===== src/rtl/audio_pkg.sv =====
// Shared audio-path types: note table entry, sequencer states, pan codes.
// Used by tone_sequencer and its tone_osc sub-block.
package audio_pkg;

    localparam int NOTE_DIV_W = 22;
    localparam int NOTE_DUR_W = 8;

    typedef struct packed {
        logic [1:0]            pan;
        logic [NOTE_DUR_W-1:0] dur;
        logic [NOTE_DIV_W-1:0] div;
    } note_entry_t;

    typedef enum logic [1:0] {
        ST_IDLE,
        ST_LOAD,
        ST_PLAY,
        ST_DONE
    } seq_state_t;

    localparam logic signed [15:0] SILENCE = 16'sd0;

    localparam logic [1:0] PAN_L  = 2'b10;
    localparam logic [1:0] PAN_R  = 2'b01;
    localparam logic [1:0] PAN_LR = 2'b11;

endpackage


===== src/rtl/tone_osc.sv =====
// Square-wave phase generator: half-period counter and phase register.
// div == 0 is a rest and holds the phase.
module tone_osc #(
    parameter int DIV_W = 22
) (
    input  logic             clk,
    input  logic             rst,
    input  logic             clear,
    input  logic [DIV_W-1:0] div,
    output logic             phase
);

    logic [DIV_W-1:0] hp_cnt;

    always_ff @(posedge clk) begin
        if (rst) begin
            hp_cnt <= '0;
            phase  <= 1'b0;
        end else if (clear) begin
            hp_cnt <= '0;
            phase  <= 1'b1;
        end else if (div == '0) begin
            hp_cnt <= '0;
        end else if (hp_cnt >= div - DIV_W'(1)) begin
            hp_cnt <= '0;
            phase  <= ~phase;
        end else begin
            hp_cnt <= hp_cnt + DIV_W'(1);
        end
    end

endmodule


===== src/rtl/tone_sequencer.sv =====
// Programmable note sequencer with square-wave tone output and L/R pan.
// Optional TONE_SEQ_VOLUME_EN adds a 3-bit arithmetic-shift volume input.
module tone_sequencer
    import audio_pkg::*;
#(
    parameter int          DEPTH    = 16,
    parameter int          DIV_W    = 22,
    parameter int          DUR_W    = 8,
    parameter int          TICK_DIV = 1_000_000,
    parameter logic [15:0] AMP      = 16'h2000
) (
    input  logic                       clk,
    input  logic                       rst,
    input  logic                       start,
    input  logic                       stop,
    input  logic                       loop_en,
    input  logic                       wr_en,
    input  logic [$clog2(DEPTH)-1:0]   wr_addr,
    input  logic [DIV_W+DUR_W+1:0]     wr_data,
`ifdef TONE_SEQ_VOLUME_EN
    input  logic [2:0]                 volume,
`endif
    output logic                       busy,
    output logic                       done,
    output logic [$clog2(DEPTH)-1:0]   cur_idx,
    output logic [15:0]                audio_left,
    output logic [15:0]                audio_right
);

    localparam int IDX_W  = $clog2(DEPTH);
    localparam int ENT_W  = DIV_W + DUR_W + 2;
    localparam int TICK_W = (TICK_DIV > 1) ? $clog2(TICK_DIV) : 1;

    localparam logic [IDX_W-1:0]  LAST_IDX  = IDX_W'(DEPTH - 1);
    localparam logic [TICK_W-1:0] TICK_LAST = TICK_W'(TICK_DIV - 1);

    logic [ENT_W-1:0] note_tbl [DEPTH];

    seq_state_t state, state_nxt;

    logic [IDX_W-1:0]  idx;
    logic [DIV_W-1:0]  div_q;
    logic [DUR_W-1:0]  dur_left;
    logic [1:0]        pan_q;
    logic [TICK_W-1:0] tick_cnt;
    logic              done_q;

    logic [ENT_W-1:0]  entry;
    logic [DIV_W-1:0]  ent_div;
    logic [DUR_W-1:0]  ent_dur;
    logic [1:0]        ent_pan;
    logic              tick_wrap;
    logic              note_end;
    logic              phase;
    logic              osc_clear;

    logic signed [15:0] samp_full;
    logic signed [15:0] samp;

    assign entry     = note_tbl[idx];
    assign ent_div   = entry[DIV_W-1:0];
    assign ent_dur   = entry[DIV_W +: DUR_W];
    assign ent_pan   = entry[ENT_W-1 -: 2];
    assign tick_wrap = (tick_cnt == TICK_LAST);
    assign note_end  = tick_wrap && (dur_left == DUR_W'(1));
    assign osc_clear = (state == ST_LOAD);

    // Table has no reset; the working copy below isolates the playing note.
    always_ff @(posedge clk) begin
        if (wr_en)
            note_tbl[wr_addr] <= wr_data;
    end

    always_ff @(posedge clk) begin
        if (rst)
            state <= ST_IDLE;
        else
            state <= state_nxt;
    end

    always_comb begin
        state_nxt = state;
        unique case (state)
            ST_IDLE: if (start) state_nxt = ST_LOAD;
            ST_LOAD: state_nxt = (ent_dur == '0) ? ST_DONE : ST_PLAY;
            ST_PLAY: begin
                if (note_end)
                    state_nxt = (idx == LAST_IDX) ? ST_DONE : ST_LOAD;
            end
            ST_DONE: state_nxt = loop_en ? ST_LOAD : ST_IDLE;
            default: state_nxt = ST_IDLE;
        endcase
        if (stop)
            state_nxt = ST_IDLE;
    end

    always_ff @(posedge clk) begin
        if (rst) begin
            idx      <= '0;
            div_q    <= '0;
            dur_left <= '0;
            pan_q    <= '0;
            tick_cnt <= '0;
            done_q   <= 1'b0;
        end else begin
            done_q <= (state == ST_DONE) && !loop_en && !stop;
            unique case (state)
                ST_IDLE: begin
                    if (start && !stop)
                        idx <= '0;
                end
                ST_LOAD: begin
                    div_q    <= ent_div;
                    dur_left <= ent_dur;
                    pan_q    <= ent_pan;
                    tick_cnt <= '0;
                end
                ST_PLAY: begin
                    if (tick_wrap) begin
                        tick_cnt <= '0;
                        dur_left <= dur_left - DUR_W'(1);
                        if (dur_left == DUR_W'(1) && idx != LAST_IDX)
                            idx <= idx + IDX_W'(1);
                    end else begin
                        tick_cnt <= tick_cnt + TICK_W'(1);
                    end
                end
                ST_DONE: begin
                    if (loop_en)
                        idx <= '0;
                end
                default: ;
            endcase
        end
    end

    tone_osc #(
        .DIV_W (DIV_W)
    ) u_osc (
        .clk   (clk),
        .rst   (rst),
        .clear (osc_clear),
        .div   (div_q),
        .phase (phase)
    );

    assign samp_full = phase ? $signed(AMP) : -$signed(AMP);

`ifdef TONE_SEQ_VOLUME_EN
    logic [2:0] vol_q;

    always_ff @(posedge clk) begin
        if (rst)
            vol_q <= '0;
        else
            vol_q <= volume;
    end

    assign samp = samp_full >>> vol_q;
`else
    assign samp = samp_full;
`endif

    // Outputs decode registered state only; rests and non-PLAY states are silent.
    always_comb begin
        busy        = (state == ST_PLAY);
        audio_left  = SILENCE;
        audio_right = SILENCE;
        if (state == ST_PLAY && div_q != '0) begin
            if (pan_q[1])
                audio_left = samp;
            if (pan_q[0])
                audio_right = samp;
        end
    end

    assign done    = done_q;
    assign cur_idx = idx;

endmodule


===== config.mk =====
export PLATFORM = sky130hd
export DESIGN_NAME = tone_sequencer
export DESIGN_NICKNAME = d
export VERILOG_FILES = /design/src/rtl/audio_pkg.sv /design/src/rtl/tone_osc.sv /design/src/rtl/tone_sequencer.sv
export SDC_FILE = /design/constraint.sdc
export NUM_CORES = 1
export LEC_CHECK = 0
export ABC_AREA = 1
export BUFFER_PORTS_ARGS = -buffer_cell sky130_fd_sc_hd__buf_2
export CAP_MARGIN = 40
export CORE_UTILIZATION = 45
export CTS_BUF_LIST = sky130_fd_sc_hd__clkbuf_8 sky130_fd_sc_hd__clkbuf_16
export CTS_CLUSTER_SIZE = 40
export DETAILED_ROUTE_END_ITERATION = 6
export PLACE_DENSITY = 0.72
export SLEW_MARGIN = 0
export SYNTH_ARGS = -nofsm -noshare
export SYNTH_HDL_FRONTEND = slang
export SYNTH_SLANG_ARGS = --single-unit

===== constraint.sdc =====
create_clock -name clk -period 4.8 [get_ports clk]
set_input_delay 1.44 -clock clk [delete_from_list [all_inputs] [get_ports clk]]
set_output_delay 1.44 -clock clk [all_outputs]
set_load 0.1 [all_outputs]

==> flow_summary.ini <==
[outcome]
status = finished, final reports clean

[sta]
slew-limit-headroom = 0.415
setup_violations = 0
grt_setup_unrepaired = false
setup_slack_ns = 0.739
worst_pin_slew_ns = 0.878
period_share = 0.846
slew_viol_final = 0
max_freq_mhz = 246
period_minus_slack_ns = 4.06
hold_violations = 0
finalClockSkew_ns = 0.0558

[placement]
dp.cells = 2972
hpwl_um = 39200
place_congestion = 0.895
place_ws_ns = 1.34
postPlaceCellArea_sq_um = 26500
portBuffers = 53

[pwr]
powerDensity_nw_per_um2 = 400
leakagePower_nw = 10.1
ir_drop_uv = 331

[floorplanning]
die-area_sq_um = 57100
io_pins = 80
num_rows = 86
core_sq_um = 55300
fp.dieW_um = 239
start_util = 0.457
die_h_um = 239

[yosys]
synthesis.area_sq_um = 25300
synthXorXnorAreaFrac = 0.0128
synth_compound_area_frac = 0.102
synth_adder_area_share = 0.0168
async_reset_ff_frac = 0
seq_area_frac_synth = 0.676
synth_flop_cell = edfxtp_1
synth-simple-area-share = 0.138
syn_area_per_cell_sq_um = 11.2
synthCells = 2254
synth-seq-cells = 598
yosys_warnings = 0
synth_top_family_by_area = simple AND/OR/NAND/NOR gates
yosysUniqueCellTypes = 44
synth_edf_count = 512
muxShareOfSynthArea = 0

[clock_tree]
clock_path_buffers = 3
cts_buffers = 59
tritoncts = built
insertion_delay_ns = 0.66
post_cts_resized = 0
post_cts_buffers = 0
cts_hold_buf = 0
htreeDepth = 2
cts-root-buf = clkbuf_16
clk_pin_slew_ns = 0.06
cts.sinks = 598

[finish]
areaGrowthSynthToFinish_pct = 12.4
fin_area_sq_um = 28400
num-nets-final = 2361
fin_cells = 3081
layout-drive-gt1-share = 0.0956

[drt]
drt_iter0_markers = 1999
wl_per_cell_um = 20.5
vias = 17500
wl_um = 63000
dr.pass1.iters = 5
remaining_drc_errors = 0
via_per_inst = 5.67
detail-route-antenna-nets = 0

[flow_run]
cap_violations = 0

[worst_setup_path]
arrival_ns = 2.62
setup.worst_path.end_class = output port
worstPathMaxFanout = 20
reg2regPathDepth = 17
start_kind = flop
cp.required_ns = 3.36
crit_type = flop to output port

[global_routing]
grt_max_degree = 103
track_usage = 0.220
grt-ovfl-total = 0
antenna_found_initial = 1
grt_pass1_vias = 16600
grt_pass1_wl_um = 96300

[min_path]
hold_depth = 1
hold_path.class = flop to flop
[synth_stat cells, types with 2 or more instances]
| master | number | area share |
|---|---|---|
| buf_1 | 10 | 0.0015 |
| clkinv_1 | 2 | 0.00030 |
| o221ai_1 | 42 | 0.015 |
| nand3b_1 | 2 | 0.00059 |
| edfxtp_1 | 512 | 0.61 |
| ha_1 | 34 | 0.017 |
| o22ai_1 | 54 | 0.013 |
| nor2_2 | 3 | 0.00074 |
| nand3_2 | 3 | 0.0012 |
| xor2_1 | 26 | 0.0090 |
| xnor2_1 | 11 | 0.0038 |
| o21ai_1 | 10 | 0.0020 |
| o211ai_1 | 35 | 0.010 |
| nand4_1 | 12 | 0.0030 |
| nor3_2 | 2 | 0.00079 |
| buf_2 | 34 | 0.0067 |
| inv_1 | 146 | 0.022 |
| buf_4 | 37 | 0.011 |
| clkbuf_1 | 58 | 0.0086 |
| nand3_1 | 149 | 0.029 |
| o21ai_0 | 259 | 0.051 |
| nor2_1 | 400 | 0.059 |
| o21a_1 | 2 | 0.00059 |
| nor3b_1 | 2 | 0.00059 |
| or2_2 | 7 | 0.0017 |
| nand2_1 | 223 | 0.033 |
| a31oi_1 | 2 | 0.00049 |
| buf_6 | 6 | 0.0027 |
| a21oi_1 | 44 | 0.0087 |
| nor3_1 | 22 | 0.0044 |
| dfxtp_1 | 86 | 0.068 |
| inv_2 | 3 | 0.00045 |
| nor4_1 | 5 | 0.0012 |
[layer usage]
metal / GRT usage / wire length (um) / up-vias
li1: - / - / 7976
met1: 0.314 / 26800 / 8559
met2: 0.340 / 28600 / 862
met3: 0.0450 / 6360 / 81
met4: 0.0637 / 1220 / 0
met5: 0 / 0 / -
[metrics by stage]
step / hold WS, ns / power [mW] / utilization / TNS, ns
final: 0.458 / 11.4 / 0.514 / 0
after global placement: 0.432 / 6.76 / 0.472 / 0
after floorplan: 0.417 / 6.53 / - / -0.606
after detailed placement: 0.445 / 6.81 / 0.478 / 0
after CTS: 0.457 / 11.4 / 0.514 / 0
after global routing: 0.509 / 11.7 / 0.514 / 0
[final cells by class]
class | instances | area, sq um
Fill cell | 4734 | 26900
Antenna cell | 1 | 2.50
Multi-Input combinational cell | 1384 | 7060
Sequential cell | 598 | 17100
Tap cell | 748 | 936
Inverter | 151 | 573
Timing Repair Buffer | 91 | 786
Clock buffer | 59 | 1480
Clock inverter | 49 | 477
[sequential cells by signal, summed over array words and instances (netlist names), named ones only]
name / cells
pan_q: 2
tick_cnt: 20
cur_idx: 4
div_q: 22
note_tbl: 512
u_osc.phase: 1
dur_left: 8
state: 2
u_osc.hp_cnt: 22
done: 1
[placed cells by master (no fill, tap or decap), types with 5 or more instances in the layout]
| cell | instances |
|---|---|
| edfxtp_1 | 512 |
| nor2_1 | 384 |
| o21ai_0 | 259 |
| nand2_1 | 223 |
| inv_1 | 154 |
| nand3_1 | 149 |
| dfxtp_1 | 83 |
| clkbuf_16 | 59 |
| o22ai_1 | 54 |
| buf_2 | 53 |
| a21oi_1 | 44 |
| o221ai_1 | 42 |
| o211ai_1 | 35 |
| ha_1 | 33 |
| xor2_1 | 26 |
| conb_1 | 26 |
| buf_4 | 21 |
| nor3_1 | 20 |
| nor2_4 | 16 |
| clkinv_2 | 15 |
| buf_12 | 14 |
| clkinv_1 | 13 |
| nand4_1 | 12 |
| xnor2_1 | 11 |
| o21ai_1 | 10 |
| or2_2 | 7 |
| bufinv_16 | 7 |
| nor4_1 | 5 |
[kinds of logic (layout without fill, tap and decap cells)]
kind of cell               Yosys count  in the layout
AOI/OAI and AO/OA                  451            451
xor gates and xnor gates            37             37
adders and majority gates           34             34
buffers and inverters              297            350
and+or+nand+nor                    836            836
other                                1             27
DFF                                598            598
[critical path: stages, from the launching register on]
cell     delay (ns)
dfxtp_1        0.35
inv_1          0.12
ha_1           0.60
nand2_1        0.27
nor3_2         0.19
buf_2          0.46
[path summary, 6_finish.rpt]
path,startpoint,end,slack [ns]
setup / recovery,state[0],audio_left[15],0.74
hold / removal,u_osc.hp_cnt[0],u_osc.hp_cnt[0],0.46
setup reg to reg,div_q[0],u_osc.hp_cnt[5],1.29
hold reg to reg,u_osc.hp_cnt[0],u_osc.hp_cnt[0],0.46
[power breakdown]
part | internal [mW] | total, mW | switching (mW) | leakage [nW]
logic | 0.226 | 0.900 | 0.674 | 3.75
clock network | 2.63 | 4.65 | 2.02 | 0.982
registers | 5.75 | 5.82 | 0.0652 | 5.33
Power figures use the tool's default switching activity.
